## src/rtl/alu_pkg.sv

```systemverilog
// Shared ALU operation encoding and decode helpers for the execute stage.
package alu_pkg;

  typedef logic [2:0] alu_op_t;

  localparam alu_op_t ALU_AND  = 3'd0;
  localparam alu_op_t ALU_OR   = 3'd1;
  localparam alu_op_t ALU_ADD  = 3'd2;
  localparam alu_op_t ALU_SUB  = 3'd3;
  localparam alu_op_t ALU_SLT  = 3'd4;
  localparam alu_op_t ALU_SLTU = 3'd5;
  localparam alu_op_t ALU_NOR  = 3'd6;
  localparam alu_op_t ALU_XOR  = 3'd7;

  // Ops that compute a + ~b + 1; this also doubles as the stage-0 carry-in.
  function automatic logic op_bnegate(alu_op_t op);
    return (op == ALU_SUB) || (op == ALU_SLT) || (op == ALU_SLTU);
  endfunction

endpackage

```

## src/rtl/alu_chunk.sv

```systemverilog
// Combinational CHUNK-bit ALU slice: ripple adder plus per-chunk logical ops.
module alu_chunk
  import alu_pkg::*;
#(
  parameter int unsigned CHUNK = 8
) (
  input  logic [CHUNK-1:0] a,
  input  logic [CHUNK-1:0] b,
  input  logic             bnegate,
  input  logic             cin,
  input  alu_op_t          op,
  output logic [CHUNK-1:0] result,
  output logic [CHUNK-1:0] sum,
  output logic             cout,
  output logic             c_msb
);

  logic [CHUNK-1:0] b_eff;

  always_comb begin
    b_eff         = bnegate ? ~b : b;
    {cout, sum}   = {1'b0, a} + {1'b0, b_eff} + (CHUNK + 1)'(cin);
    // Carry into the top bit recovered from the top bit's sum equation.
    c_msb         = sum[CHUNK-1] ^ a[CHUNK-1] ^ b_eff[CHUNK-1];
    result        = sum;
    case (op)
      ALU_AND: result = a & b;
      ALU_OR:  result = a | b;
      ALU_NOR: result = ~(a | b);
      ALU_XOR: result = a ^ b;
      default: result = sum;
    endcase
  end

endmodule

```

## src/rtl/alu_pipe.sv

```systemverilog
// Pipelined W-bit ALU: one CHUNK-bit ripple slice per register stage, carry
// crossing stages through the pipeline registers, valid/ready on both sides.
module alu_pipe
  import alu_pkg::*;
#(
  parameter int unsigned WIDTH = 32,
  parameter int unsigned CHUNK = 8,
  parameter int unsigned TAG_W = 5
) (
  input  logic             clk,
  input  logic             rst,
  input  logic             in_valid,
  output logic             in_ready,
  input  logic [WIDTH-1:0] in_a,
  input  logic [WIDTH-1:0] in_b,
  input  alu_op_t          in_op,
  input  logic [TAG_W-1:0] in_tag,
  output logic             out_valid,
  input  logic             out_ready,
  output logic [WIDTH-1:0] out_result,
  output logic [TAG_W-1:0] out_tag,
  output logic             out_zero,
  output logic             out_cout,
  output logic             out_ovf
);

  localparam int unsigned STAGES = WIDTH / CHUNK;
  localparam int unsigned LAST   = STAGES - 1;

  if ((CHUNK == 0) || (STAGES == 0) || ((WIDTH % CHUNK) != 0)) begin : g_width_check
    $fatal(1, "alu_pipe: WIDTH must be a non-zero multiple of CHUNK");
  end

  // Stage registers; index k holds the state leaving slice k.
  logic             r_vld [STAGES];
  alu_op_t          r_op  [STAGES];
  logic [TAG_W-1:0] r_tag [STAGES];
  logic [WIDTH-1:0] r_a   [STAGES];
  logic [WIDTH-1:0] r_b   [STAGES];
  logic [WIDTH-1:0] r_res [STAGES];
  logic             r_cy  [STAGES];
  logic             r_zero, r_cout, r_ovf;

  // Inputs seen by slice k and its results.
  logic             si_vld [STAGES];
  alu_op_t          si_op  [STAGES];
  logic [TAG_W-1:0] si_tag [STAGES];
  logic [WIDTH-1:0] si_a   [STAGES];
  logic [WIDTH-1:0] si_b   [STAGES];
  logic [WIDTH-1:0] si_res [STAGES];
  logic             si_cin [STAGES];
  logic [CHUNK-1:0] ch_res [STAGES];
  logic [CHUNK-1:0] ch_sum [STAGES];
  logic             ch_cout[STAGES];
  logic             ch_cmsb[STAGES];
  logic [WIDTH-1:0] nx_res [STAGES];

  logic             adv;
  logic             cout_raw, ovf_raw, slt_bit, sltu_bit;
  logic [WIDTH-1:0] fin_res;
  logic             fin_zero, fin_cout, fin_ovf;

  assign adv      = ~r_vld[LAST] | out_ready;
  assign in_ready = adv;

  // Slice k consumes the issue port (k=0) or the previous stage register.
  always_comb begin
    si_vld[0] = in_valid;
    si_op[0]  = in_op;
    si_tag[0] = in_tag;
    si_a[0]   = in_a;
    si_b[0]   = in_b;
    si_res[0] = '0;
    si_cin[0] = op_bnegate(in_op);
    for (int k = 1; k < STAGES; k++) begin
      si_vld[k] = r_vld[k-1];
      si_op[k]  = r_op[k-1];
      si_tag[k] = r_tag[k-1];
      si_a[k]   = r_a[k-1];
      si_b[k]   = r_b[k-1];
      si_res[k] = r_res[k-1];
      si_cin[k] = r_cy[k-1];
    end
  end

  for (genvar k = 0; k < STAGES; k++) begin : g_slice
    alu_chunk #(.CHUNK(CHUNK)) u_chunk (
      .a       (si_a[k][k*CHUNK +: CHUNK]),
      .b       (si_b[k][k*CHUNK +: CHUNK]),
      .bnegate (op_bnegate(si_op[k])),
      .cin     (si_cin[k]),
      .op      (si_op[k]),
      .result  (ch_res[k]),
      .sum     (ch_sum[k]),
      .cout    (ch_cout[k]),
      .c_msb   (ch_cmsb[k])
    );
  end

  // Merge each slice's chunk into the skewed result; the last slice also
  // finalises compares and flags.
  always_comb begin
    for (int k = 0; k < STAGES; k++) begin
      nx_res[k]                    = si_res[k];
      nx_res[k][k*CHUNK +: CHUNK]  = ch_res[k];
    end
    cout_raw = ch_cout[LAST];
    ovf_raw  = cout_raw ^ ch_cmsb[LAST];
    slt_bit  = ch_sum[LAST][CHUNK-1] ^ ovf_raw;
    sltu_bit = ~cout_raw;
    fin_res  = nx_res[LAST];
    fin_cout = 1'b0;
    fin_ovf  = 1'b0;
    case (si_op[LAST])
      ALU_ADD, ALU_SUB: begin
        fin_cout = cout_raw;
        fin_ovf  = ovf_raw;
      end
      ALU_SLT: begin
        fin_res  = WIDTH'(slt_bit);
        fin_cout = cout_raw;
      end
      ALU_SLTU: begin
        fin_res  = WIDTH'(sltu_bit);
        fin_cout = cout_raw;
      end
      default: ;
    endcase
    fin_zero = (fin_res == '0);
  end

  always_ff @(posedge clk) begin
    if (rst) begin
      for (int k = 0; k < STAGES; k++) begin
        r_vld[k] <= 1'b0;
        r_op[k]  <= ALU_AND;
        r_tag[k] <= '0;
        r_a[k]   <= '0;
        r_b[k]   <= '0;
        r_res[k] <= '0;
        r_cy[k]  <= 1'b0;
      end
      r_zero <= 1'b0;
      r_cout <= 1'b0;
      r_ovf  <= 1'b0;
    end else if (adv) begin
      for (int k = 0; k < STAGES; k++) begin
        r_vld[k] <= si_vld[k];
        r_op[k]  <= si_op[k];
        r_tag[k] <= si_tag[k];
        r_a[k]   <= si_a[k];
        r_b[k]   <= si_b[k];
        r_res[k] <= nx_res[k];
        r_cy[k]  <= ch_cout[k];
      end
      r_res[LAST] <= fin_res;
      r_zero      <= fin_zero;
      r_cout      <= fin_cout;
      r_ovf       <= fin_ovf;
    end
  end

  assign out_valid  = r_vld[LAST];
  assign out_result = r_res[LAST];
  assign out_tag    = r_tag[LAST];
  assign out_zero   = r_zero;
  assign out_cout   = r_cout;
  assign out_ovf    = r_ovf;

endmodule

```

## config.mk

```make
export PLATFORM = sky130hd
export DESIGN_NAME = alu_pipe
export DESIGN_NICKNAME = d
export VERILOG_FILES = /design/src/rtl/alu_pkg.sv /design/src/rtl/alu_chunk.sv /design/src/rtl/alu_pipe.sv
export SDC_FILE = /design/constraint.sdc
export NUM_CORES = 1
export LEC_CHECK = 0
export CAP_MARGIN = 30
export CORE_ASPECT_RATIO = 1.5
export CORE_MARGIN = 2
export CORE_UTILIZATION = 58
export DETAILED_ROUTE_END_ITERATION = 8
export PLACE_DENSITY = 0.79
export SYNTH_ARGS = -nofsm -noshare
export SYNTH_HDL_FRONTEND = slang
export SYNTH_SLANG_ARGS = --single-unit
```

## constraint.sdc

```tcl
create_clock -name clk -period 7.1 [get_ports clk]
set_clock_uncertainty 0.15 [all_clocks]
set_input_delay 1.42 -clock clk [delete_from_list [all_inputs] [get_ports clk]]
set_output_delay 1.42 -clock clk [all_outputs]
set_load 0.03 [all_outputs]
```

Yosys cells after proc, flatten, opt, wreduce, memory -nomap -nowiden --
Memory sizes are Yosys's and may differ from the RTL's. Cells that the tools add are included.
Word-level totals: register bits after elaboration 3, bits in writable memories 424, bits of input ports 76, output and inout bits 42, word-level logic and storage cells 159, memories kept 7
Memories:
- r_a | depth 4, width 32, rd ports 3, clocked after Yosys merged registers in 0, write ports 4, RTL line alu_pipe.sv:38 | logic [WIDTH-1:0] r_a [STAGES];
- r_b | depth 4, width 32, rd ports 3, clocked after Yosys merged registers in 0, write ports 4, RTL line alu_pipe.sv:39 | logic [WIDTH-1:0] r_b [STAGES];
- r_res | depth 4, width 32, rd ports 4, clocked after Yosys merged registers in 0, write ports 4, RTL line alu_pipe.sv:40 | logic [WIDTH-1:0] r_res [STAGES];
- r_tag | depth 4, width 5, rd ports 4, clocked after Yosys merged registers in 0, write ports 4, RTL line alu_pipe.sv:37 | logic [TAG_W-1:0] r_tag [STAGES];
- r_op | depth 4, width 3, rd ports 3, clocked after Yosys merged registers in 0, write ports 4, RTL line alu_pipe.sv:36 | alu_op_t r_op [STAGES];
- r_cy | depth 4, width 1, rd ports 3, clocked after Yosys merged registers in 0, write ports 4, RTL line alu_pipe.sv:41 | logic r_cy [STAGES];
- 1 more memories
Cells by class: $add $sub $neg 8, equal/unequal tests 25, mux-type cells 45, bitwise gates (word level) 56, reductions and logical operators 15
Operators by type and width (number):
- $mux 32 | 13
- $pmux 8 s4 | 4
- $not 8->8 | 8
- $pmux 32 s2 | 1
- $eq 3x3->1 const B | 16
- $add 8x8->9 | 4
- $add 9x1->9 | 4
- $and 8x8->8 | 4
- $logic_not 32->1 | 1
- $mux 8 | 4
- $or 8x8->8 | 4
- $xor 8x8->8 | 4
- $or 1x1->1 | 30
- $mux 5 | 4
- $eq 3x2->1 const B | 5
- $mux 1 | 15
- $eq 3x1->1 const B | 4
- $logic_not 3->1 | 4
- $mux 3 | 4
- $logic_or 1x1->1 | 8
- $reduce_or 4->1 | 1
- $xor 1x1->1 | 4
- $not 1->1 | 2
- $reduce_or 2->1 | 1

Depth between registers and ports, before layout --
An unclocked memory read counts as a cell.
depth after elaboration 13, mapped depth 14, depth with buffers taken out 13

Modules after synthesis --
A second synthesis with hierarchy kept.
Unflattened totals: cells, all modules 1062, area, all modules 12404.4 um^2
Modules (own cells, without submodules):
- alu_pipe | instances 1, cells each 495, area each 8136.6 um^2, sequential area each 6426.2 um^2
- alu_chunk at g_slice[3].u_chunk | instances 1, cells each 142, area each 1109.8 um^2, sequential area each 0.0 um^2
- alu_chunk at g_slice[1].u_chunk | instances 1, cells each 142, area each 1056.0 um^2, sequential area each 0.0 um^2
- alu_chunk at g_slice[2].u_chunk | instances 1, cells each 142, area each 1054.8 um^2, sequential area each 0.0 um^2
- alu_chunk at g_slice[0].u_chunk | instances 1, cells each 141, area each 1047.3 um^2, sequential area each 0.0 um^2

Worst setup path after synthesis --
OpenSTA, ideal clock, no wires.
path kind input to register, start input port out_ready, end memory r_a[0][10], enable pin, setup time 564 ps, arrival time 5831 ps, data required time 6386 ps, setup slack 554 ps, stages on the path 4, path buffers 0, cells stage by stage nor2b_1 inv_2 nor2_1 inv_1
RTL lines:
- start, declared | RTL line alu_pipe.sv:19 | input logic out_ready,
- end, declared | RTL line alu_pipe.sv:38

==> metrics.cfg <==
[floorplanning]
num_io_pins = 118
num_rows = 64
dieArea_mm2 = 0.0217
core_area_mm2 = 0.0203
dieHeight_um = 180
initial_utilization = 0.588
die_w_um = 121

[setup_path]
arrival_ps = 4700
crit_top_cell = fa_1
required_ps = 7200
crit_family = compound AO/OA/AOI/OAI gates
rr_startpoint = r_op[0][7]
cp_max_fo = 22
worstSetupEndpointType = register
crit_chain = nor2b_1, a21o_1, xnor2_1, fa_1, fa_1, a211oi_2, nor3b_1, o21a_1, o41ai_4, xor2_1, mux2_2, and2_1
path_buf_inv = 0
slowest_delay_ps = 690
startpoint_type = register
cp-startpoint = r_op[0][7]
worstSetupPathType = reg -> reg
crit_slowest_cell = edfxtp_1

[pwr]
leakage_nw = 5.83
vdd.ir_drop.worst_mv = 0.158
p_total_mw = 3.16
cellPowerDensity_mw_per_mm2 = 225

[layout]
fillCellCount = 1512
drive_gt1_frac = 0.0453
stdcell_area_mm2 = 0.0140
area_growth_pct = 17.8
antenna_cells = 0
layout.nets = 1286

[drt]
highest_layer = met4
dr_wl_met3_um = 823
route.met2.wl_um = 11600
drt_iter0_drc = 424
ant_nets = 0
wl_met1_um = 8350
via_per_inst = 5.38
post_drt_wl_per_cell_um = 15.4
drcViolationCount = 0
firstDrtPassIters = 4
via_count = 7467
wl_um = 21300

[global_routing]
grt_max_degree = 143
grt-ovfl-total = 0
track_usage = 0.202
grt_pass1_wl_um = 35600
grt_pass1_vias = 7525
antenna_found_initial = 0

[sta]
fmax_mhz = 218
period_share = 0.647
slew_viol_final = 0
timing.slew.headroom = 0.369
setup-violations-final = 0
fin_tns_setup_ps = 0
post-route-min-period_ps = 4600
timing.final.hold_violations = 0
rsz0062_at_grt = false
worstMarginPinSlew_ps = 944

[placed_design]
hpwl_um = 14900
placed_area_mm2 = 0.0133
gp_congestion = 0.968
io_buffers = 117

[hold_path]
min_path_type = reg -> reg
hold_start = out_zero

[yosys]
ys_ff_latch = 215
synth_mux_area_frac = 0.0291
synth_ff_type = edfxtp_1
async_flop_share = 0
synth-adder-area-share = 0.108
ys_seq_area_frac = 0.539
synth_top_family_by_area = simple AND/OR/NAND/NOR gates
synthXorXnorAreaFrac = 0.0434
yosys.area_share.simple = 0.150
synth_edf_count = 212
synth_compound_area_frac = 0.0850
ys_warn_count = 0
synth_cells = 1014
syn-num-nets = 1189
ys_types = 59
syn_area_per_cell_um2 = 11.7
synthesis.area_mm2 = 0.0119

[clock_network]
htree_levels = 1
root_buffer = clkbuf_16
hold_buffers = 0
clk_pin_slew_worst_paths_ps = 60
cts_buffers = 22
cts_resized = 0
cts_tree = done
cts_setup_buffers = 0
clock_tree.buffer_depth = 3
clkSinkCount = 215
insertion_delay_ps = 500

[flow_run]
maxCapViolCount = 0

[run_status]
status = finished clean

## synthesized netlist by cell type (all sizes together), types with 20 or more instances
library cell	instances	area (um^2)
a211oi	24	185
a21oi	39	195
nor2	58	218
clkbuf	43	161
and2	178	1110
nand2	23	86.3
mux2i	20	200
o22ai	25	156
inv	84	315
o21ai	25	125
edfxtp	212	6370
ha	92	1150
xnor2	45	394
## per-layer routing
layer,vias to the layer above,GRT usage
met5,-,0
met4,0,0.0721
met3,41,0.0251
met2,171,0.377
met1,3518,0.233
li1,3737,-
## through the flow
stage               hold WS, ps   util  std cells  setup WS (ps)
floorplan                   347      -       1014            554
global placement            298  0.654       1348           2370
detailed placement          300  0.656       1351           2270
CTS                         314  0.693       1389           2550
global route                339  0.693       1389           2220
finish                      310  0.693       1389           2500
## state kept, by name, summed over array words and instances (netlist names)
register  cells
r_tag        20
out_ovf       1
out_zero      1
r_b          48
out_cout      1
r_res        80
r_vld         4
r_a          48
r_op          9
r_cy          3
## path summary, 6_finish.rpt
| path | slack [ps] | cells after the start | to |
|---|---|---|---|
| setup / recovery | 2500 | 12 | r_res[3][0] |
| hold / removal | 310 | 2 | out_zero |
| setup reg to reg | 2500 | 12 | r_res[3][0] |
| hold reg to reg | 310 | 2 | out_zero |
## cells in the final DEF, fill, tap and decap left out, drive strengths merged, types with 7 or more instances in the layout
cell type      Yosys  routed
ha                92      92
inv               84      84
clkbuf            43      25
nand2b             8       8
clkdlybuf4s50      0     117
mux2              13      13
fa                 7       7
nor2              58      58
nor4               7       7
a21o               8       8
nor3              14      14
nor2b             12      12
a21oi             39      39
xor2              14      14
clkinv             0       9
edfxtp           212     212
o21ai             25      25
o22ai             25      25
xnor2             45      45
and2             178     178
buf                9       8
nand2             23      23
a211oi            24      24
mux2i             20      20
## worst register-to-register path, cell delays in order (launching register included)
cell and delay (ps):
edfxtp_1 690, nor2b_1 540, a21o_1 500, xnor2_1 160, fa_1 430, fa_1 460, a211oi_2 230, nor3b_1 100
o21a_1 220, o41ai_4 320, xor2_1 110, mux2_2 280, and2_1 160
## report_power, final
group,switching [mW],internal (mW)
sequential,0.0437,1.48
combinational,0.233,0.219
clock,0.450,0.730
## logic make-up after synthesis
kind of cell               Yosys count
buffers and inverters              136
and+or+nand+nor                    319
muxes                               33
xor gates and xnor gates            59
adders and majority gates           99
AOI/OAI and AO/OA                  153
DFF                                215
## area by class of cell
| type | instances | area [um^2] | area share |
|---|---|---|---|
| Sequential cell | 215 | 6430 | 0.458 |
| Multi-Input combinational cell | 663 | 4960 | 0.353 |
| Timing Repair Buffer | 125 | 1250 | 0.0892 |
| Clock buffer | 25 | 583 | 0.0416 |
| Tap cell | 264 | 330 | 0.0235 |
| Inverter | 84 | 323 | 0.0230 |
| Clock inverter | 13 | 160 | 0.0114 |
Power figures use the tool's default switching activity.
